<file path="config.mk">
export PLATFORM = sky130hd
export DESIGN_NAME = ex_hilo_muldiv
export DESIGN_NICKNAME = d
export VERILOG_FILES = /design/src/rtl/ex_muldiv_pkg.sv /design/src/rtl/ex_div_core.sv /design/src/rtl/ex_hilo_muldiv.sv
export SDC_FILE = /design/constraint.sdc
export NUM_CORES = 2
export LEC_CHECK = 0
export ABC_AREA = 0
export CAP_MARGIN = 30
export CORE_ASPECT_RATIO = 1.75
export CORE_MARGIN = 2
export CORE_UTILIZATION = 55
export DETAILED_ROUTE_END_ITERATION = 8
export GPL_TIMING_DRIVEN = 0
export PLACE_DENSITY = 0.72
export SLEW_MARGIN = 20
export SYNTH_ARGS = -nofsm -noshare
export SYNTH_HDL_FRONTEND = slang
export SYNTH_HIERARCHICAL = 1
export SYNTH_SLANG_ARGS = --single-unit
</file>
<file path="constraint.sdc">
create_clock -name clk -period 11.6 [get_ports clk]
set_input_delay 1.16 -clock clk [delete_from_list [all_inputs] [get_ports clk]]
set_output_delay 1.16 -clock clk [all_outputs]
set_load 0.05 [all_outputs]
</file>
<file path="src/rtl/ex_muldiv_pkg.sv">
// Shared definitions for the HI/LO multiply/divide unit: op encoding, FSM
// states, accumulate modes and default sizing.
package ex_muldiv_pkg;

   localparam int DATA_W_DEF  = 32;
   localparam int MUL_LAT_DEF = 3;

   typedef enum logic [3:0] {
      OP_NOP   = 4'd0,
      OP_MULT  = 4'd1,
      OP_MULTU = 4'd2,
      OP_DIV   = 4'd3,
      OP_DIVU  = 4'd4,
      OP_MTHI  = 4'd5,
      OP_MTLO  = 4'd6,
      OP_MADD  = 4'd7,
      OP_MADDU = 4'd8,
      OP_MSUB  = 4'd9,
      OP_MSUBU = 4'd10
   } op_e;

   typedef enum logic [1:0] {
      ST_IDLE = 2'd0,
      ST_MUL  = 2'd1,
      ST_DIV  = 2'd2,
      ST_FIX  = 2'd3
   } state_e;

   typedef enum logic [1:0] {
      ACC_NONE = 2'd0,
      ACC_ADD  = 2'd1,
      ACC_SUB  = 2'd2
   } acc_e;

endpackage

</file>
<file path="src/rtl/ex_div_core.sv">
// Iterative restoring divider: unsigned core on operand magnitudes, one
// quotient bit per edge, with sign and divide-by-zero fix-up on the outputs.
module ex_div_core
   import ex_muldiv_pkg::*;
#(
   parameter int DATA_W = DATA_W_DEF
) (
   input  logic              clk,
   input  logic              rst,
   input  logic              start_i,
   input  logic              signed_i,
   input  logic              annul_i,
   input  logic [DATA_W-1:0] dividend_i,
   input  logic [DATA_W-1:0] divisor_i,
   output logic              last_o,
   output logic              dz_o,
   output logic [DATA_W-1:0] quo_o,
   output logic [DATA_W-1:0] rem_o
);

   localparam int CW = (DATA_W > 1) ? $clog2(DATA_W) : 1;

   logic              run_q, run_d;
   logic [CW-1:0]     cnt_q, cnt_d;
   logic [DATA_W-1:0] rem_q, rem_d;
   logic [DATA_W-1:0] quo_q, quo_d;
   logic [DATA_W-1:0] dvs_q, dvs_d;
   logic [DATA_W-1:0] dvd_q, dvd_d;
   logic              qneg_q, qneg_d;
   logic              rneg_q, rneg_d;
   logic              dz_q, dz_d;

   logic              s1_neg, s2_neg;
   logic [DATA_W:0]   r_shift, diff;

   always_comb begin
      s1_neg  = signed_i & dividend_i[DATA_W-1];
      s2_neg  = signed_i & divisor_i[DATA_W-1];
      r_shift = {rem_q, quo_q[DATA_W-1]};
      diff    = r_shift - {1'b0, dvs_q};
   end

   always_comb begin
      run_d  = run_q;
      cnt_d  = cnt_q;
      rem_d  = rem_q;
      quo_d  = quo_q;
      dvs_d  = dvs_q;
      dvd_d  = dvd_q;
      qneg_d = qneg_q;
      rneg_d = rneg_q;
      dz_d   = dz_q;
      if (annul_i) begin
         run_d = 1'b0;
      end else if (start_i) begin
         run_d  = 1'b1;
         cnt_d  = '0;
         rem_d  = '0;
         quo_d  = s1_neg ? -dividend_i : dividend_i;
         dvs_d  = s2_neg ? -divisor_i : divisor_i;
         dvd_d  = dividend_i;
         qneg_d = s1_neg ^ s2_neg;
         rneg_d = s1_neg;
         dz_d   = (divisor_i == '0);
      end else if (run_q) begin
         // Restore by keeping the shifted remainder when the trial goes negative.
         if (diff[DATA_W]) begin
            rem_d = r_shift[DATA_W-1:0];
            quo_d = {quo_q[DATA_W-2:0], 1'b0};
         end else begin
            rem_d = diff[DATA_W-1:0];
            quo_d = {quo_q[DATA_W-2:0], 1'b1};
         end
         cnt_d = cnt_q + 1'b1;
         if (last_o) begin
            run_d = 1'b0;
         end
      end
   end

   always_ff @(posedge clk or posedge rst) begin
      if (rst) begin
         run_q  <= 1'b0;
         cnt_q  <= '0;
         rem_q  <= '0;
         quo_q  <= '0;
         dvs_q  <= '0;
         dvd_q  <= '0;
         qneg_q <= 1'b0;
         rneg_q <= 1'b0;
         dz_q   <= 1'b0;
      end else begin
         run_q  <= run_d;
         cnt_q  <= cnt_d;
         rem_q  <= rem_d;
         quo_q  <= quo_d;
         dvs_q  <= dvs_d;
         dvd_q  <= dvd_d;
         qneg_q <= qneg_d;
         rneg_q <= rneg_d;
         dz_q   <= dz_d;
      end
   end

   always_comb begin
      last_o = run_q && (cnt_q == CW'(DATA_W - 1));
      dz_o   = dz_q;
      quo_o  = dz_q ? '1 : (qneg_q ? -quo_q : quo_q);
      rem_o  = dz_q ? dvd_q : (rneg_q ? -rem_q : rem_q);
   end

endmodule

</file>
<file path="src/rtl/ex_hilo_muldiv.sv">
// Multi-cycle HI/LO execute unit: pipelined multiply, iterative divide, MTHI/MTLO.
// Define EX_MADD_EN to add MADD/MADDU/MSUB/MSUBU accumulation into {HI,LO}.
module ex_hilo_muldiv
   import ex_muldiv_pkg::*;
#(
   parameter int DATA_W  = DATA_W_DEF,
   parameter int MUL_LAT = MUL_LAT_DEF
) (
   input  logic              clk,
   input  logic              rst,
   input  logic              start_i,
   input  logic [3:0]        op_i,
   input  logic [DATA_W-1:0] src1_i,
   input  logic [DATA_W-1:0] src2_i,
   input  logic              annul_i,
   output logic              busy_o,
   output logic              done_o,
   output logic              dz_o,
   output logic [DATA_W-1:0] hi_o,
   output logic [DATA_W-1:0] lo_o
);

   localparam int PW = 2 * DATA_W;
   localparam int CW = (MUL_LAT > 1) ? $clog2(MUL_LAT) : 1;

   state_e            state_q, state_d;
   logic [DATA_W-1:0] hi_q, hi_d, lo_q, lo_d;
   logic              done_q, done_d, dz_q, dz_d;
   logic [CW-1:0]     mcnt_q, mcnt_d;
   logic [MUL_LAT-1:0][PW-1:0] pipe_q, pipe_d;

   logic              mul_op, mul_sgn, acc_mul, acc_div, mul_last, idle;
   logic [PW-1:0]     a_ext, b_ext, prod_now, mul_res;
   logic              div_last, div_dz;
   logic [DATA_W-1:0] div_quo, div_rem;
`ifdef EX_MADD_EN
   acc_e              acc_mode, acc_q, acc_d;
`endif

   always_comb begin
      mul_op  = 1'b0;
      mul_sgn = 1'b0;
`ifdef EX_MADD_EN
      acc_mode = ACC_NONE;
`endif
      case (op_i)
         OP_MULT:  begin mul_op = 1'b1; mul_sgn = 1'b1; end
         OP_MULTU: begin mul_op = 1'b1; end
`ifdef EX_MADD_EN
         OP_MADD:  begin mul_op = 1'b1; mul_sgn = 1'b1; acc_mode = ACC_ADD; end
         OP_MADDU: begin mul_op = 1'b1; acc_mode = ACC_ADD; end
         OP_MSUB:  begin mul_op = 1'b1; mul_sgn = 1'b1; acc_mode = ACC_SUB; end
         OP_MSUBU: begin mul_op = 1'b1; acc_mode = ACC_SUB; end
`endif
         default: ;
      endcase
      idle     = (state_q == ST_IDLE);
      acc_mul  = start_i && idle && mul_op;
      acc_div  = start_i && idle && ((op_i == OP_DIV) || (op_i == OP_DIVU));
      mul_last = (mcnt_q == CW'(MUL_LAT - 1));
      // Extending to full product width makes a plain truncated multiply exact.
      a_ext    = mul_sgn ? {{DATA_W{src1_i[DATA_W-1]}}, src1_i} : {{DATA_W{1'b0}}, src1_i};
      b_ext    = mul_sgn ? {{DATA_W{src2_i[DATA_W-1]}}, src2_i} : {{DATA_W{1'b0}}, src2_i};
      prod_now = a_ext * b_ext;
   end

   always_comb begin
      pipe_d = pipe_q;
      if (acc_mul) begin
         pipe_d[0] = prod_now;
      end
      for (int i = 1; i < MUL_LAT; i++) begin
         pipe_d[i] = pipe_q[i-1];
      end
   end

   // HI/LO are read at the write edge so a preceding MTHI/MTLO is accumulated.
   always_comb begin
      mul_res = pipe_q[MUL_LAT-1];
`ifdef EX_MADD_EN
      case (acc_q)
         ACC_ADD: mul_res = {hi_q, lo_q} + pipe_q[MUL_LAT-1];
         ACC_SUB: mul_res = {hi_q, lo_q} - pipe_q[MUL_LAT-1];
         default: ;
      endcase
`endif
   end

   ex_div_core #(
      .DATA_W (DATA_W)
   ) u_div (
      .clk        (clk),
      .rst        (rst),
      .start_i    (acc_div),
      .signed_i   (op_i == OP_DIV),
      .annul_i    (annul_i && !idle),
      .dividend_i (src1_i),
      .divisor_i  (src2_i),
      .last_o     (div_last),
      .dz_o       (div_dz),
      .quo_o      (div_quo),
      .rem_o      (div_rem)
   );

   always_ff @(posedge clk or posedge rst) begin
      if (rst) begin
         state_q <= ST_IDLE;
      end else begin
         state_q <= state_d;
      end
   end

   always_comb begin
      state_d = state_q;
      case (state_q)
         ST_IDLE: begin
            if (acc_mul) begin
               state_d = ST_MUL;
            end else if (acc_div) begin
               state_d = ST_DIV;
            end
         end
         ST_MUL: begin
            if (annul_i || mul_last) begin
               state_d = ST_IDLE;
            end
         end
         ST_DIV: begin
            if (annul_i) begin
               state_d = ST_IDLE;
            end else if (div_last) begin
               state_d = ST_FIX;
            end
         end
         default: state_d = ST_IDLE;
      endcase
   end

   always_comb begin
      busy_o = (state_q != ST_IDLE);
      done_o = done_q;
      dz_o   = dz_q;
      hi_o   = hi_q;
      lo_o   = lo_q;
   end

   always_comb begin
      hi_d   = hi_q;
      lo_d   = lo_q;
      done_d = 1'b0;
      dz_d   = 1'b0;
      mcnt_d = mcnt_q;
`ifdef EX_MADD_EN
      acc_d  = acc_q;
`endif
      case (state_q)
         ST_IDLE: begin
            if (start_i && (op_i == OP_MTHI)) begin
               hi_d = src1_i;
            end
            if (start_i && (op_i == OP_MTLO)) begin
               lo_d = src1_i;
            end
            if (acc_mul) begin
               mcnt_d = '0;
`ifdef EX_MADD_EN
               acc_d  = acc_mode;
`endif
            end
         end
         ST_MUL: begin
            if (!annul_i) begin
               if (mul_last) begin
                  {hi_d, lo_d} = mul_res;
                  done_d       = 1'b1;
               end else begin
                  mcnt_d = mcnt_q + 1'b1;
               end
            end
         end
         ST_FIX: begin
            if (!annul_i) begin
               hi_d   = div_rem;
               lo_d   = div_quo;
               done_d = 1'b1;
               dz_d   = div_dz;
            end
         end
         default: ;
      endcase
   end

   always_ff @(posedge clk or posedge rst) begin
      if (rst) begin
         hi_q   <= '0;
         lo_q   <= '0;
         done_q <= 1'b0;
         dz_q   <= 1'b0;
         mcnt_q <= '0;
         pipe_q <= '0;
`ifdef EX_MADD_EN
         acc_q  <= ACC_NONE;
`endif
      end else begin
         hi_q   <= hi_d;
         lo_q   <= lo_d;
         done_q <= done_d;
         dz_q   <= dz_d;
         mcnt_q <= mcnt_d;
         pipe_q <= pipe_d;
`ifdef EX_MADD_EN
         acc_q  <= acc_d;
`endif
      end
   end

endmodule

</file>
==> impl_results.rst <==
.. list-table::
   :header-rows: 1

   * - Metric
     - Value
   * - Post-synthesis cell type with the largest combined area
     - fa_1
   * - Maximum clock path buffer count
     - 3
   * - Syn_area_per_cell
     - 9.31 um^2
   * - Starting density of the core
     - 0.555
   * - Number of synthesis warnings
     - 6
   * - Compound-gate portion of the synthesized area
     - 0.0769
   * - CP Data Required Time
     - 12.04 ns
   * - Final Worst Setup Slack
     - 0.166 ns
   * - Iteration-0 DRC Markers
     - 5089
   * - Final period util
     - 0.986
   * - Cell Count Post-Placement
     - 9008
   * - Horiz. Die Dim
     - 268 um
   * - Layout-stage area growth over the synthesis result
     - 8.03%
   * - Tightest hold margin
     - 0.330 ns
   * - Synth area leaders
     - fa_1 (42%), dfrtp_1 (15%), inv_1 (8.6%), nand2_1 (6.6%), ha_1 (6.5%)
   * - Data arrival at the endpoint of the critical path
     - 11.87 ns
   * - Number of buffers inserted by port buffering
     - 138
   * - Weighted congestion reported at the end of routability-driven placement
     - 1.13
   * - EDFF count, synth
     - 0
   * - DRC Markers
     - 3
   * - Die footprint
     - 125000 um^2
   * - Routing usage on met2
     - 0.774
   * - Floorplan row count
     - 169
   * - Clock tree root buffer cell
     - clkbuf_16
   * - Average wire per standard cell
     - 31.5 um
   * - Worst-path cell with the longest stage delay
     - clkbuf_2
   * - H-tree depth reported by CTS
     - 2
   * - All-Layer GR Usage
     - 0.474
   * - Remaining antenna violation count after routing
     - 0
   * - Met3 track demand over resource in global routing
     - 0.101
   * - Setup slack after placement
     - -1.99 ns
   * - Antenna violations before repair
     - 37
   * - Layout net count
     - 9271
   * - Type of the worst setup path
     - primary input to flip-flop
   * - Most common cell after layout, fill and taps aside
     - inv_1
   * - Post-synthesis share of cell area spent on xor and xnor gates
     - 0.0330
   * - Number of setup violations in the final report
     - 0
   * - First-pass GRT wire length
     - 409000 um
   * - Number of global-route vias before repair
     - 59200
   * - Worst-margin pin slew
     - 1.20 ns
   * - TritonCTS clock tree
     - built
   * - Portion of the post-synthesis area used by sequential elements
     - 0.149
   * - Fraction of final layout cells with drive strength greater than 1
     - 0.0294
   * - Distinct cell type count of the synthesized netlist
     - 89
   * - Simple-gate portion of the synthesized area
     - 0.134
   * - Area of the multi-input gates
     - 50000 um^2
   * - Nature of the critical path startpoint
     - primary input
   * - Number of primary I/O pins
     - 139
   * - Post-detailed-route via-to-cell ratio
     - 6.04
   * - Number of maximum-capacitance constraint violations
     - 0
   * - Iteration count of the initial detailed-routing pass
     - 9
   * - #FFs+latches synth
     - 399
   * - Largest net degree at the start of global routing
     - 110
   * - CP Max Fanout
     - 10
   * - Most instantiated flip-flop cell in the synthesis netlist
     - dfrtp_1
   * - Routed vias
     - 55100
   * - Portion of netlist area occupied by mux cells
     - 0.0114
   * - Worst stage delay on the critical path
     - 0.72 ns
   * - Overflow left after global routing
     - 0
   * - Critical path's top delay family
     - adder cells
   * - Violated checks
     - DRC
   * - Most common cell type on the critical path
     - fa_1
   * - Number of instances in the synthesized netlist
     - 7220
   * - TNS Setup
     - 0 ns
   * - Clk_skew
     - 0.0364 ns
   * - Final hold violations
     - 0
   * - Count of hold-fix buffers inserted at cts
     - 0
   * - Minimum period implied by the final worst setup slack
     - 11.43 ns
   * - Total CTS buffers
     - 34
   * - Area of the placeable core
     - 121000 um^2
   * - Met1 Resource Use GR
     - 0.450
   * - Number of nets produced by synthesis
     - 9062
   * - Clock Latency Late Sink
     - 0.60 ns
   * - Run status
     - complete, but fails checks
   * - RSZ-0062 raised after global routing
     - true
   * - Synth Area in Adders
     - 0.488
   * - Highest clock rate
     - 87.5 MHz
   * - Worst max-slew margin expressed relative to the limit
     - 0.199
   * - Placed wire-length estimate
     - 243000 um
   * - Fraction of post-synthesis cell area in the top cell type by area
     - 0.423
   * - Combined buffer and inverter count along the critical path
     - 9
   * - Die extent in y
     - 467 um
   * - Count of filler cells inserted in the layout
     - 11000
   * - Tightest Hold Check Type
     - flip-flop to flip-flop
   * - Main combinational cell family by area after synthesis
     - adder cells
   * - Post-synthesis cell area
     - 67200 um^2
   * - Area taken by flip-flops and latches
     - 9980 um^2
   * - Most utilized layer in the global route result
     - met2
   * - Synth async-reset ratio
     - 1.00
   * - Clock Sink Count
     - 399
   * - Final cell count without fillers
     - 9109
   * - Most frequent cells in the layout
     - inv_1 (1546), fa_1 (1416), nand2_1 (1183)
   * - Final count of pins violating max slew
     - 0
   * - Post-CTS clock slew at the launch and capture registers of the worst setup and hold paths
     - 0.08 ns
   * - Detailed Route WL
     - 287000 um
   * - Kind of end point of the critical path
     - flip-flop
worst register-to-register path, delay by kind of cell, from the launching register on:
kind,cells,cell delay (ns)
multiplexers,1,0.18
buffers and inverters,1,0.34
flip-flops,1,0.42
XOR/XNOR,1,0.79
AND/OR/NAND/NOR,6,2.06
adder cells (fa/ha/maj),1,0.23
AO/OA/AOI/OAI,4,0.69
final timing paths:
path / slack, ns / start / end / depth (start not counted)
setup / recovery: 0.17 / src1_i[11] / pipe_d[124] / 31
hold / removal: 0.33 / pipe_d[138] / mul_res[10] / 0
setup reg to reg: 6.74 / u_div/rem_q[0] / hi_o[30] / 14
hold reg to reg: 0.33 / pipe_d[138] / mul_res[10] / 0
max in group asynchronous: 9.07 / rst / mul_res[62] / 4
min in group asynchronous: 1.11 / rst / u_div/quo_q[6] / 2
state kept, by name, indices dropped and copies added (netlist names):
register,count
done_o,1
dz_o,1
hi_o,32
lo_o,32
mcnt_q,2
mul_res,64
pipe_d,128
state_q,2
u_div/cnt_q,5
u_div/dvd_q,32
u_div/dvs_q,32
u_div/dz_o,1
u_div/qneg_q,1
u_div/quo_q,32
u_div/rem_q,32
u_div/rneg_q,1
u_div/run_q,1
cells by family (layout without fill, tap and decap cells):
family | count (synthesis) | count (layout)
adders and majority gates | 1771 | 1771
muxes | 75 | 75
DFF | 399 | 399
and+or+nand+nor | 1949 | 1949
other | 0 | 30
buffers and inverters | 1935 | 2170
xor gates and xnor gates | 253 | 253
AOI/OAI and AO/OA | 838 | 838
stage by stage:
step | util | area (um^2)
floorplan | - | 67200
global placement | 0.583 | 70600
finish | 0.599 | 72600
detailed placement | 0.587 | 71100
global route | 0.599 | 72600
CTS | 0.597 | 72300
per-layer routing:
metal	vias up	part of all wire
met5	-	0.00018
met4	8	0.16
met3	1603	0.076
met2	3394	0.48
met1	27900	0.28
li1	22200	-
synthesized netlist by cell type (35+ instances only):
cell type and number:
o21ai_0 342, nor3_1 35, a21oi_1 176, nand2_1 1184
nor2_1 101, clkbuf_1 350, a21o_1 58, dfrtp_1 399
mux2i_1 70, xor2_1 118, and2_1 419, xnor2_1 135
ha_1 351, and3_1 44, inv_1 1549, fa_1 1419
area by class of cell:
type / count / area share
antenna: 30 / 0.00103
buffer: 380 / 0.0210
clock buffer: 42 / 0.0130
clock inverter: 20 / 0.00391
inverter: 1551 / 0.0804
multi-input combinational: 4886 / 0.689
sequential: 399 / 0.137
tap: 1624 / 0.0280
timing repair buffer: 177 / 0.0265
repair_timing:
item,in CTS,in global routing
resized for setup,21,59
pin swaps,0,3
buffers inserted,0,4
endpoints found under the setup margin,20,9
Power is left out: the tool's default activity adds up to more than one toggle a clock period on the data nets, which glitch-free logic cannot reach.
